**src/rtl/uart_pkg.sv**
```systemverilog
// rtl/uart_pkg.sv - shared constants, modes and config check for the UART RX bit timer
package uart_pkg;

    localparam int DEF_PRESCALE   = 8;
    localparam int DEF_FRAME_BITS = 10;
    localparam int MIN_PRESCALE   = 4;
    localparam int MIN_FRAME_BITS = 2;
    localparam int NUM_SAMPLES    = 3;

    // Per-cycle operating mode, derived from enable, run state and config error
    typedef enum logic [1:0] {
        TM_IDLE  = 2'd0,
        TM_LOAD  = 2'd1,
        TM_COUNT = 2'd2,
        TM_HOLD  = 2'd3
    } timer_mode_e;

    function automatic logic prescale_legal(input int unsigned p);
        return (p >= MIN_PRESCALE) && (p[0] == 1'b0);
    endfunction

endpackage

```
**src/rtl/uart_edge_div.sv**
```systemverilog
// rtl/uart_edge_div.sv - per-bit edge divider: latched prescale, edge counter, wrap and resync
module uart_edge_div
    import uart_pkg::*;
#(
    parameter int PRESCALE_W = 6
) (
    input  logic                  CLK,
    input  logic                  RST,
    input  logic                  i_clear,
    input  logic                  i_load,
    input  logic                  i_count,
    input  logic                  i_resync,
    input  logic [PRESCALE_W-1:0] i_prescale,
    output logic [PRESCALE_W-1:0] o_edge_cnt,
    output logic [PRESCALE_W-1:0] o_p_q,
    output logic                  o_wrap
);

    logic [PRESCALE_W-1:0] r_edge;
    logic [PRESCALE_W-1:0] r_p;
    logic                  w_last;

    assign w_last     = (r_edge == (r_p - PRESCALE_W'(1)));
    // A resync restarts the bit, so it suppresses the wrap that would advance bit_cnt
    assign o_wrap     = i_count && !i_resync && w_last;
    assign o_edge_cnt = r_edge;
    assign o_p_q      = r_p;

    always_ff @(posedge CLK or negedge RST) begin
        if (!RST) begin
            r_edge <= '0;
            r_p    <= PRESCALE_W'(DEF_PRESCALE);
        end else if (i_clear) begin
            r_edge <= '0;
        end else if (i_load) begin
            r_p    <= i_prescale;
            r_edge <= '0;
        end else if (i_count) begin
            if (i_resync || w_last) begin
                r_edge <= '0;
            end else begin
                r_edge <= r_edge + PRESCALE_W'(1);
            end
        end
    end

endmodule

```
**src/rtl/uart_rx_bit_timer.sv**
```systemverilog
// rtl/uart_rx_bit_timer.sv - oversampling UART RX bit timer with mid-bit sample strobes
module uart_rx_bit_timer
    import uart_pkg::*;
#(
    parameter int PRESCALE_W = 6,
    parameter int BIT_CNT_W  = 4
) (
    input  logic                   CLK,
    input  logic                   RST,
    input  logic                   enable,
    input  logic                   resync,
    input  logic [PRESCALE_W-1:0]  prescale,
    input  logic [BIT_CNT_W-1:0]   frame_bits,
    output logic [PRESCALE_W-1:0]  edge_cnt,
    output logic [BIT_CNT_W-1:0]   bit_cnt,
    output logic [NUM_SAMPLES-1:0] sample_stb,
    output logic                   bit_done,
    output logic                   frame_done,
    output logic                   cfg_err
);

    logic                  r_run;
    logic [BIT_CNT_W-1:0]  r_f;
    timer_mode_e           w_mode;
    logic                  w_cfg_bad;
    logic                  w_wrap;
    logic                  w_active;
    logic [PRESCALE_W-1:0] w_p;
    logic [PRESCALE_W-1:0] w_mid;

    always_comb begin
        w_mode = TM_IDLE;
        if (!enable) begin
            w_mode = TM_IDLE;
        end else if (!r_run) begin
            w_mode = TM_LOAD;
        end else if (cfg_err) begin
            w_mode = TM_HOLD;
        end else begin
            w_mode = TM_COUNT;
        end
    end

    assign w_cfg_bad = !prescale_legal(32'(prescale)) ||
                       (frame_bits < BIT_CNT_W'(MIN_FRAME_BITS));

    uart_edge_div #(
        .PRESCALE_W (PRESCALE_W)
    ) u_edge_div (
        .CLK        (CLK),
        .RST        (RST),
        .i_clear    (w_mode == TM_IDLE),
        .i_load     (w_mode == TM_LOAD),
        .i_count    (w_mode == TM_COUNT),
        .i_resync   (resync),
        .i_prescale (prescale),
        .o_edge_cnt (edge_cnt),
        .o_p_q      (w_p),
        .o_wrap     (w_wrap)
    );

    always_ff @(posedge CLK or negedge RST) begin
        if (!RST) begin
            r_run   <= 1'b0;
            r_f     <= BIT_CNT_W'(DEF_FRAME_BITS);
            bit_cnt <= '0;
            cfg_err <= 1'b0;
        end else begin
            case (w_mode)
                TM_IDLE: begin
                    r_run   <= 1'b0;
                    bit_cnt <= '0;
                    cfg_err <= 1'b0;
                end
                TM_LOAD: begin
                    r_run   <= 1'b1;
                    r_f     <= frame_bits;
                    cfg_err <= w_cfg_bad;
                    bit_cnt <= '0;
                end
                TM_COUNT: begin
                    if (w_wrap) begin
                        if (bit_cnt == (r_f - BIT_CNT_W'(1))) begin
                            bit_cnt <= '0;
                        end else begin
                            bit_cnt <= bit_cnt + BIT_CNT_W'(1);
                        end
                    end
                end
                TM_HOLD: begin
                    bit_cnt <= '0;
                end
            endcase
        end
    end

    // Strobes decode the registered counters directly, so they carry no extra latency
    assign w_active = r_run && !cfg_err;
    assign w_mid    = w_p >> 1;

    always_comb begin
        sample_stb = '0;
        for (int i = 0; i < NUM_SAMPLES; i++) begin
            sample_stb[i] = w_active &&
                (edge_cnt == (w_mid - PRESCALE_W'(1) + PRESCALE_W'(i)));
        end
    end

    assign bit_done   = w_active && (edge_cnt == (w_p - PRESCALE_W'(1)));
    assign frame_done = bit_done && (bit_cnt == (r_f - BIT_CNT_W'(1)));

endmodule

```
**config.mk**
```make
export PLATFORM = sky130hd
export DESIGN_NAME = uart_rx_bit_timer
export DESIGN_NICKNAME = d
export VERILOG_FILES = /design/src/rtl/uart_pkg.sv /design/src/rtl/uart_edge_div.sv /design/src/rtl/uart_rx_bit_timer.sv
export SDC_FILE = /design/constraint.sdc
export NUM_CORES = 1
export LEC_CHECK = 0
export CELL_PAD_IN_SITES_DETAIL_PLACEMENT = 1
export CELL_PAD_IN_SITES_GLOBAL_PLACEMENT = 1
export CORE_ASPECT_RATIO = 2
export CORE_MARGIN = 4
export CORE_UTILIZATION = 36
export CTS_CLUSTER_SIZE = 8
export DETAILED_ROUTE_END_ITERATION = 10
export PLACE_DENSITY_LB_ADDON = 0.1
export SYNTH_ARGS = -nofsm -noshare
export SYNTH_HDL_FRONTEND = slang
export SYNTH_SLANG_ARGS = --single-unit
export TNS_END_PERCENT = 50
```
**constraint.sdc**
```tcl
create_clock -name CLK -period 2.3 [get_ports CLK]
set_input_delay 0.23 -clock CLK [delete_from_list [all_inputs] [get_ports CLK]]
set_output_delay 0.23 -clock CLK [all_outputs]
set_load 0.03 [all_outputs]
```
==> results of run 1 <==
==> routing by layer <==
layer | GRT usage | vias up | part of all wire
li1 | - | 819 | -
met1 | 0.1967 | 875 | 0.33
met2 | 0.3883 | 45 | 0.60
met3 | 0.02651 | 21 | 0.033
met4 | 0.09121 | 0 | 0.039
met5 | 0 | - | 0
==> power groups by stage <==
| stage | Combinational (mW) | Clock (mW) | Sequential, mW |
|---|---|---|---|
| floorplan | 0.389 | 0 | 0.447 |
| global placement | 0.597 | 0 | 0.452 |
| detailed placement | 0.620 | 0 | 0.454 |
| CTS | 0.705 | 0.292 | 0.447 |
| global route | 0.821 | 0.310 | 0.452 |
| finish | 0.756 | 0.282 | 0.449 |
==> Yosys cell counts, drive strengths merged, types with 3 or more instances <==
cell    number
dfrtp       19
xnor2       17
nand2       15
o21ai       12
clkbuf      11
inv         10
a21oi        9
nor3         9
nor2         8
ha           7
nor2b        7
xor2         7
mux2         6
nand3        5
a211oi       4
a22o         3
and2         3
dfstp        3
nand4        3
nor3b        3
o211a        3
==> timing repair <==
item	CTS	global route
resized for setup	30	17
pin swaps	7	6
setup buffers	4	1
setup endpoints to repair	10	10
==> area by class of cell <==
cell class / instances / area (sq um)
fill: 527 / 2031
multi-input combinational: 153 / 1363
timing repair buffer: 64 / 574.3
sequential: 22 / 554.3
tap: 55 / 68.82
clock buffer: 4 / 55.05
inverter: 10 / 40.04
==> state kept, by name, summed over array words and instances (netlist names) <==
name / count
u_edge_div.o_edge_cnt: 6
u_edge_div.o_p_q: 6
bit_cnt: 4
r_f: 4
cfg_err: 1
r_run: 1
==> kinds of logic after synthesis <==
group / Yosys count
multiplexers: 6
AND/OR/NAND/NOR: 68
buffers and inverters: 23
flip-flops: 22
adder cells (fa/ha/maj): 7
XOR/XNOR: 26
AO/OA/AOI/OAI: 46
==> critical path, cell delays in order, from the launching register on <==
cell and delay [ns]:
dfrtp_1 0.39, or4_4 0.54, or3_4 0.39, and2_4 0.15, or4_4 0.43, a211oi_4 0.22
buf_6 0.16
==> per-stage QoR <==
step / hold WS (ns) / cell area, sq um / std cells
6_report: 0.3225 / 2655 / 308
3_5_place_dp: 0.5270 / 2332 / 299
2_1_floorplan: -0.06559 / 1826 / 198
5_1_grt: 0.3386 / 2655 / 308
4_1_cts: 0.3290 / 2542 / 307
3_3_place_gp: 0.5242 / 2332 / 299
==> cell usage in the layout (no fill, tap or decap), drive strengths merged, types with 2 or more instances in the layout <==
master         netlist  final
a2111oi              2      2
a211oi               4      4
a21oi                9      9
a221o                2      2
a22o                 3      3
a31oi                2      2
and2                 3      3
and3                 2      2
buf                  2     40
clkbuf              11      4
clkdlybuf4s50        0     24
dfrtp               19     19
dfstp                3      3
ha                   7      7
inv                 10     10
mux2                 6      6
nand2               15     15
nand2b               2      2
nand3                5      5
nand4                3      3
nor2                 8      8
nor2b                7      7
nor3                 9      9
nor3b                3      3
nor4                 2      2
o211a                3      3
o21ai               12     12
o31ai                2      2
or3                  2      2
or4                  2      2
xnor2               17     17
xor2                 7      7
==> worst max path at each step <==
stage | slack (ns) | from | end | depth (start not counted)
2_1_floorplan | -0.27 | u_edge_div.o_p_q[4]$_DFFE_PN0P_ | sample_stb[2] | 6
3_3_place_gp | -0.19 | u_edge_div.o_p_q[2]$_DFFE_PN0P_ | sample_stb[2] | 6
3_5_place_dp | -0.22 | u_edge_div.o_p_q[1]$_DFFE_PN0P_ | sample_stb[2] | 8
4_1_cts | -0.45 | u_edge_div.o_p_q[2]$_DFFE_PN0P_ | sample_stb[2] | 6
5_1_grt | -0.51 | u_edge_div.o_p_q[2]$_DFFE_PN0P_ | sample_stb[2] | 6
6_report | -0.46 | u_edge_div.o_p_q[2]$_DFFE_PN0P_ | sample_stb[2] | 6
==> metrics, run 1 <==
largest net degree at the start of global routing=23; Seq/Total Area, Yosys=0.3151; Comb power frac=0.508; GPL Wtd Cong=0.8952; Crit Path Class=register to output pin; mux cell area share after synthesis=0.03841; headroom to the max-slew limit=0.4872; combinational family with the most area after synthesis=simple AND/OR/NAND/NOR gates; clock buffer depth=2; Initial Util=0.3754; asr flop ratio synth=1.000; Die X=57.43 microns; Synth Area in Compound Gates=0.1821; Pint=0.9476 mW; Yosys top cell by area=dfrtp_1; Iter 0 DRT Violations=42; CTS tree=done; Tmin final=2.762 ns; Crit Reg-Reg Endpoint=u_edge_div.o_edge_cnt[2]$_DFFE_PN0P_; Inserted Clock Buffers=3; number of placement rows=35; Final WS setup=-0.4618 ns; Top FF cell, synth=dfrtp_1; crit end category=output pin; I/O Buffers=29; Period Utilization, post-route=1.201; HPWL after DPL=4619 microns; Layout Area Growth over Synthesis=50.92%; PD cells=560.1 nW/um^2; Synth Area in Adders=0.04979; IO Pins=30; Peak Freq=0.3621 GHz; Setup TNS=-1.141 ns; simple-gate share of the synthesized area=0.2148; worst-skew pair later-pin latency=0.26 ns; top cell type's share of synthesized area=0.2703; peak supply drop=355.1 uV; Arr. time, crit path=2.53 ns; DRT Wirelength=6063 microns; Leakage=1.097 nW; final hold viol count=0; Core Region=4686 sq um; proportion of power drawn by the clock network=0.189; Worst Path Required=2.07 ns; syn_nets=219; die area=6137 sq um; Net Sw Frac=0.3628; pre-CTS WS=-0.2172 ns; post-synth cell types=49; final setup fails=5; worst hold path type=input port to asynchronous set/reset pin; drt wl/cell=19.69 microns; DR DRC count=0; via density per instance=5.714; first-pass GRT wire length=9611 microns; CTS Root Cell=clkbuf_8; final core utilization=0.5666; Net Switching=0.5396 mW; Reg clk slew, reported paths=0.08 ns; fin. max-slew vios=0; Total Nets Final=275; vias in the first global route=1994; Startpoint Class=register; H-tree Lvls=1; RSZ-0062 raised after global routing=yes; share of post-route cells with drive strength above 1=0.3557; xor-xnor portion of the synthesized cell area=0.1458; clk sinks=22; Layout Skew=0.003797 ns; R2R setup slack=0.06 ns; global-route usage over all layers=0.1995; top post-synthesis cells by area=dfrtp_1, xnor2_1, ha_1; total power=1.487 mW; MaxCap Viol Count=0; EDFF count, synth=0; # hold bufs at CTS=0; violated checks=setup timing; register bit count reported by yosys=22; worst r2r src=u_edge_div.o_p_q[2]$_DFFE_PN0P_; Chip Height=106.9 microns; syn_area_per_cell=8.885 sq um; outcome=finished with violations; via count=1760; ANT cells=0; cell count after synthesis=198; total congestion overflow=0; Ys Warns=0; initial antenna violation count=0; register share of total power=0.302; Post-DRT Antenna Nets=0; Post-Syn Area=1759 sq um; drt pass-1 iters=4; CP Max Fanout=2; depth of the most critical reg-to-reg path=10; Worst Max-Slew Pin Slew=0.7592 ns
No activity file was read; power rests on OpenSTA's default activity.
==> run 2: changes to the inputs <==
- SLEW_MARGIN: default -> 20
==> results of run 2 <==
No change in the layout: final DEF, timing and power equal those of run 1.
==> run 3: changes to the inputs <==
- PLACE_DENSITY: default -> 0.85
- PLACE_DENSITY_LB_ADDON: 0.1 -> default
==> run 3 against run 2 <==
The run still ends with setup timing left. Critical endpoint unchanged. Die area unchanged. Critical path type unchanged. Design area increased by 2.4%. Sequential power about the same. Largest power group unchanged. Total power increased by 6.0%. Critical path depth unchanged. Worst hold slack got worse by 0.029 ns.
==> metrics, run 3 (same netlist as run 1, synthesis figures left out) <==
outcome=finished with violations (unchanged); violated checks=setup timing (unchanged); fin. max-slew vios=0 (unchanged); headroom to the max-slew limit=0.3993 (was 0.4872); GPL Wtd Cong=0.8331 (was 0.8952); Startpoint Class=register (unchanged); first-pass GRT wire length=11690 microns (was 9611 microns); critical path endpoint=sample_stb[2] (unchanged); Chip Height=106.9 microns (unchanged); via density per instance=5.873 (was 5.714); largest net degree at the start of global routing=23 (unchanged); number of placement rows=35 (unchanged); dpl cells=299 (unchanged); CP Max Fanout=2 (unchanged); crit end category=output pin (unchanged); total power=1.576 mW (was 1.487 mW); DRT Wirelength=7243 microns (was 6063 microns); MaxCap Viol Count=0 (unchanged); Tmin final=2.779 ns (was 2.762 ns); Core Region=4686 sq um (unchanged); Peak Freq=0.3599 GHz (was 0.3621 GHz); post-route insts no fill=316 (was 308); Initial Util=0.3754 (unchanged); Setup TNS=-1.459 ns (was -1.141 ns); worst-skew pair later-pin latency=0.28 ns (was 0.26 ns); peak supply drop=411.9 uV (was 355.1 uV); H-tree Lvls=1 (unchanged); Iter 0 DRT Violations=43 (was 42); most common cell after layout, fill and taps aside=buf_4 (unchanged); Total Nets Final=283 (was 275); Inserted Clock Buffers=3 (unchanged); Fillers=516 (was 527); Worst Path Required=2.07 ns (about the same); PD cells=580.1 nW/um^2 (was 560.1 nW/um^2); final setup fails=7 (was 5); IO Pins=30 (unchanged); Final WS setup=-0.4787 ns (was -0.4618 ns); drt pass-1 iters=4 (unchanged); CP startpoint=u_edge_div.o_p_q[2]$_DFFE_PN0P_ (unchanged); Crit Path Class=register to output pin (unchanged); # hold bufs at CTS=0 (unchanged); die area=6137 sq um (unchanged); most frequent cells in the layout=buf_4, clkdlybuf4s50_1, dfrtp_1, xnor2_1, nand2_1 (unchanged); clock buffer depth=2 (unchanged); clk sinks=22 (unchanged); Post-DRT Antenna Nets=0 (unchanged); I/O Buffers=29 (unchanged); R2R setup slack=-0.04 ns (was 0.06 ns); DR DRC count=0 (unchanged); drt wl/cell=22.92 microns (was 19.69 microns); final hold viol count=0 (unchanged); HPWL after DPL=4325 microns (was 4619 microns); global-route usage over all layers=0.2515 (was 0.1995); RSZ-0062 raised after global routing=yes (unchanged); Die X=57.43 microns (unchanged); vias in the first global route=2118 (was 1994); Reg clk slew, reported paths=0.09 ns (was 0.08 ns); Layout Skew=0.008244 ns (was 0.003797 ns); Layout Area Growth over Synthesis=54.48% (was 50.92%); share of post-route cells with drive strength above 1=0.3755 (was 0.3557); total congestion overflow=0 (unchanged); Crit Reg-Reg Endpoint=u_edge_div.o_edge_cnt[2]$_DFFE_PN0P_ (unchanged); Period Utilization, post-route=1.208 (was 1.201); CTS Root Cell=clkbuf_8 (unchanged); via count=1856 (was 1760); Leakage=1.130 nW (was 1.097 nW); ANT cells=0 (unchanged); CTS tree=done (unchanged); worst r2r src=u_edge_div.o_p_q[2]$_DFFE_PN0P_ (unchanged); Arr. time, crit path=2.55 ns (was 2.53 ns); worst hold path type=input port to asynchronous set/reset pin (unchanged); depth of the most critical reg-to-reg path=11 (was 10); Worst Max-Slew Pin Slew=0.8895 ns (was 0.7592 ns); initial antenna violation count=0 (unchanged)
==> run 3: power breakdown <==
part           switching (mW)  internal, mW
combinational           0.436         0.422
sequential             0.0320         0.419
clock                   0.143         0.124
total                   0.611         0.966
==> run 3: per-layer routing <==
layer / up-vias / wire length, microns / global-route usage
li1: 835 / - / -
met1: 946 / 2483 / 0.2649
met2: 52 / 4172 / 0.4587
met3: 23 / 185 / 0.01928
met4: 0 / 401 / 0.1609
met5: - / 0 / 0
==> run 3: worst min-delay path by stage <==
stage	start	endpoint
floorplan	RST	bit_cnt[0]$_DFFE_PN0P_
global placement	r_f[1]$_DFFE_PN1P_	r_f[1]$_DFFE_PN1P_
detailed placement	r_f[1]$_DFFE_PN1P_	r_f[1]$_DFFE_PN1P_
CTS	RST	u_edge_div.o_edge_cnt[0]$_DFFE_PN0P_
global route	RST	r_run$_DFFE_PN0P_
finish	RST	u_edge_div.o_edge_cnt[0]$_DFFE_PN0P_
==> run 3: timing repair <==
| item | in CTS | in global routing |
|---|---|---|
| resized for setup | 39 | 12 |
| endpoints found under the setup margin | 7 | 11 |
| pin swaps | 11 | 10 |
| buffers inserted | 12 | 2 |
==> run 3: area by class of cell <==
type | count | area (sq um) | area share
multi-input combinational | 153 | 1365 | 0.5023
sequential | 22 | 554.3 | 0.2040
timing repair buffer | 72 | 641.9 | 0.2362
clock buffer | 4 | 45.04 | 0.01657
tap | 55 | 68.82 | 0.02532
inverter | 10 | 42.54 | 0.01565
==> run 3: worst max-delay path, cell delays in order (launching register included) <==
cell and delay [ns]:
dfrtp_1 0.38, or4_4 0.54, or3_4 0.38, and2_4 0.15, or4_4 0.43, a211oi_4 0.23
buf_6 0.16
==> run 3: per-stage QoR <==
| stage | setup slack [ns] | utilization | hold slack (ns) | cell area [sq um] |
|---|---|---|---|---|
| 2_1_floorplan | -0.2709 | - | -0.06559 | 1826 |
| 3_3_place_gp | -0.1746 | 0.4977 | 0.5027 | 2332 |
| 3_5_place_dp | -0.1898 | 0.4977 | 0.5186 | 2332 |
| 4_1_cts | -0.4532 | 0.5666 | 0.3144 | 2655 |
| 5_1_grt | -0.5282 | 0.5800 | 0.3339 | 2718 |
| 6_report | -0.4787 | 0.5800 | 0.2938 | 2718 |
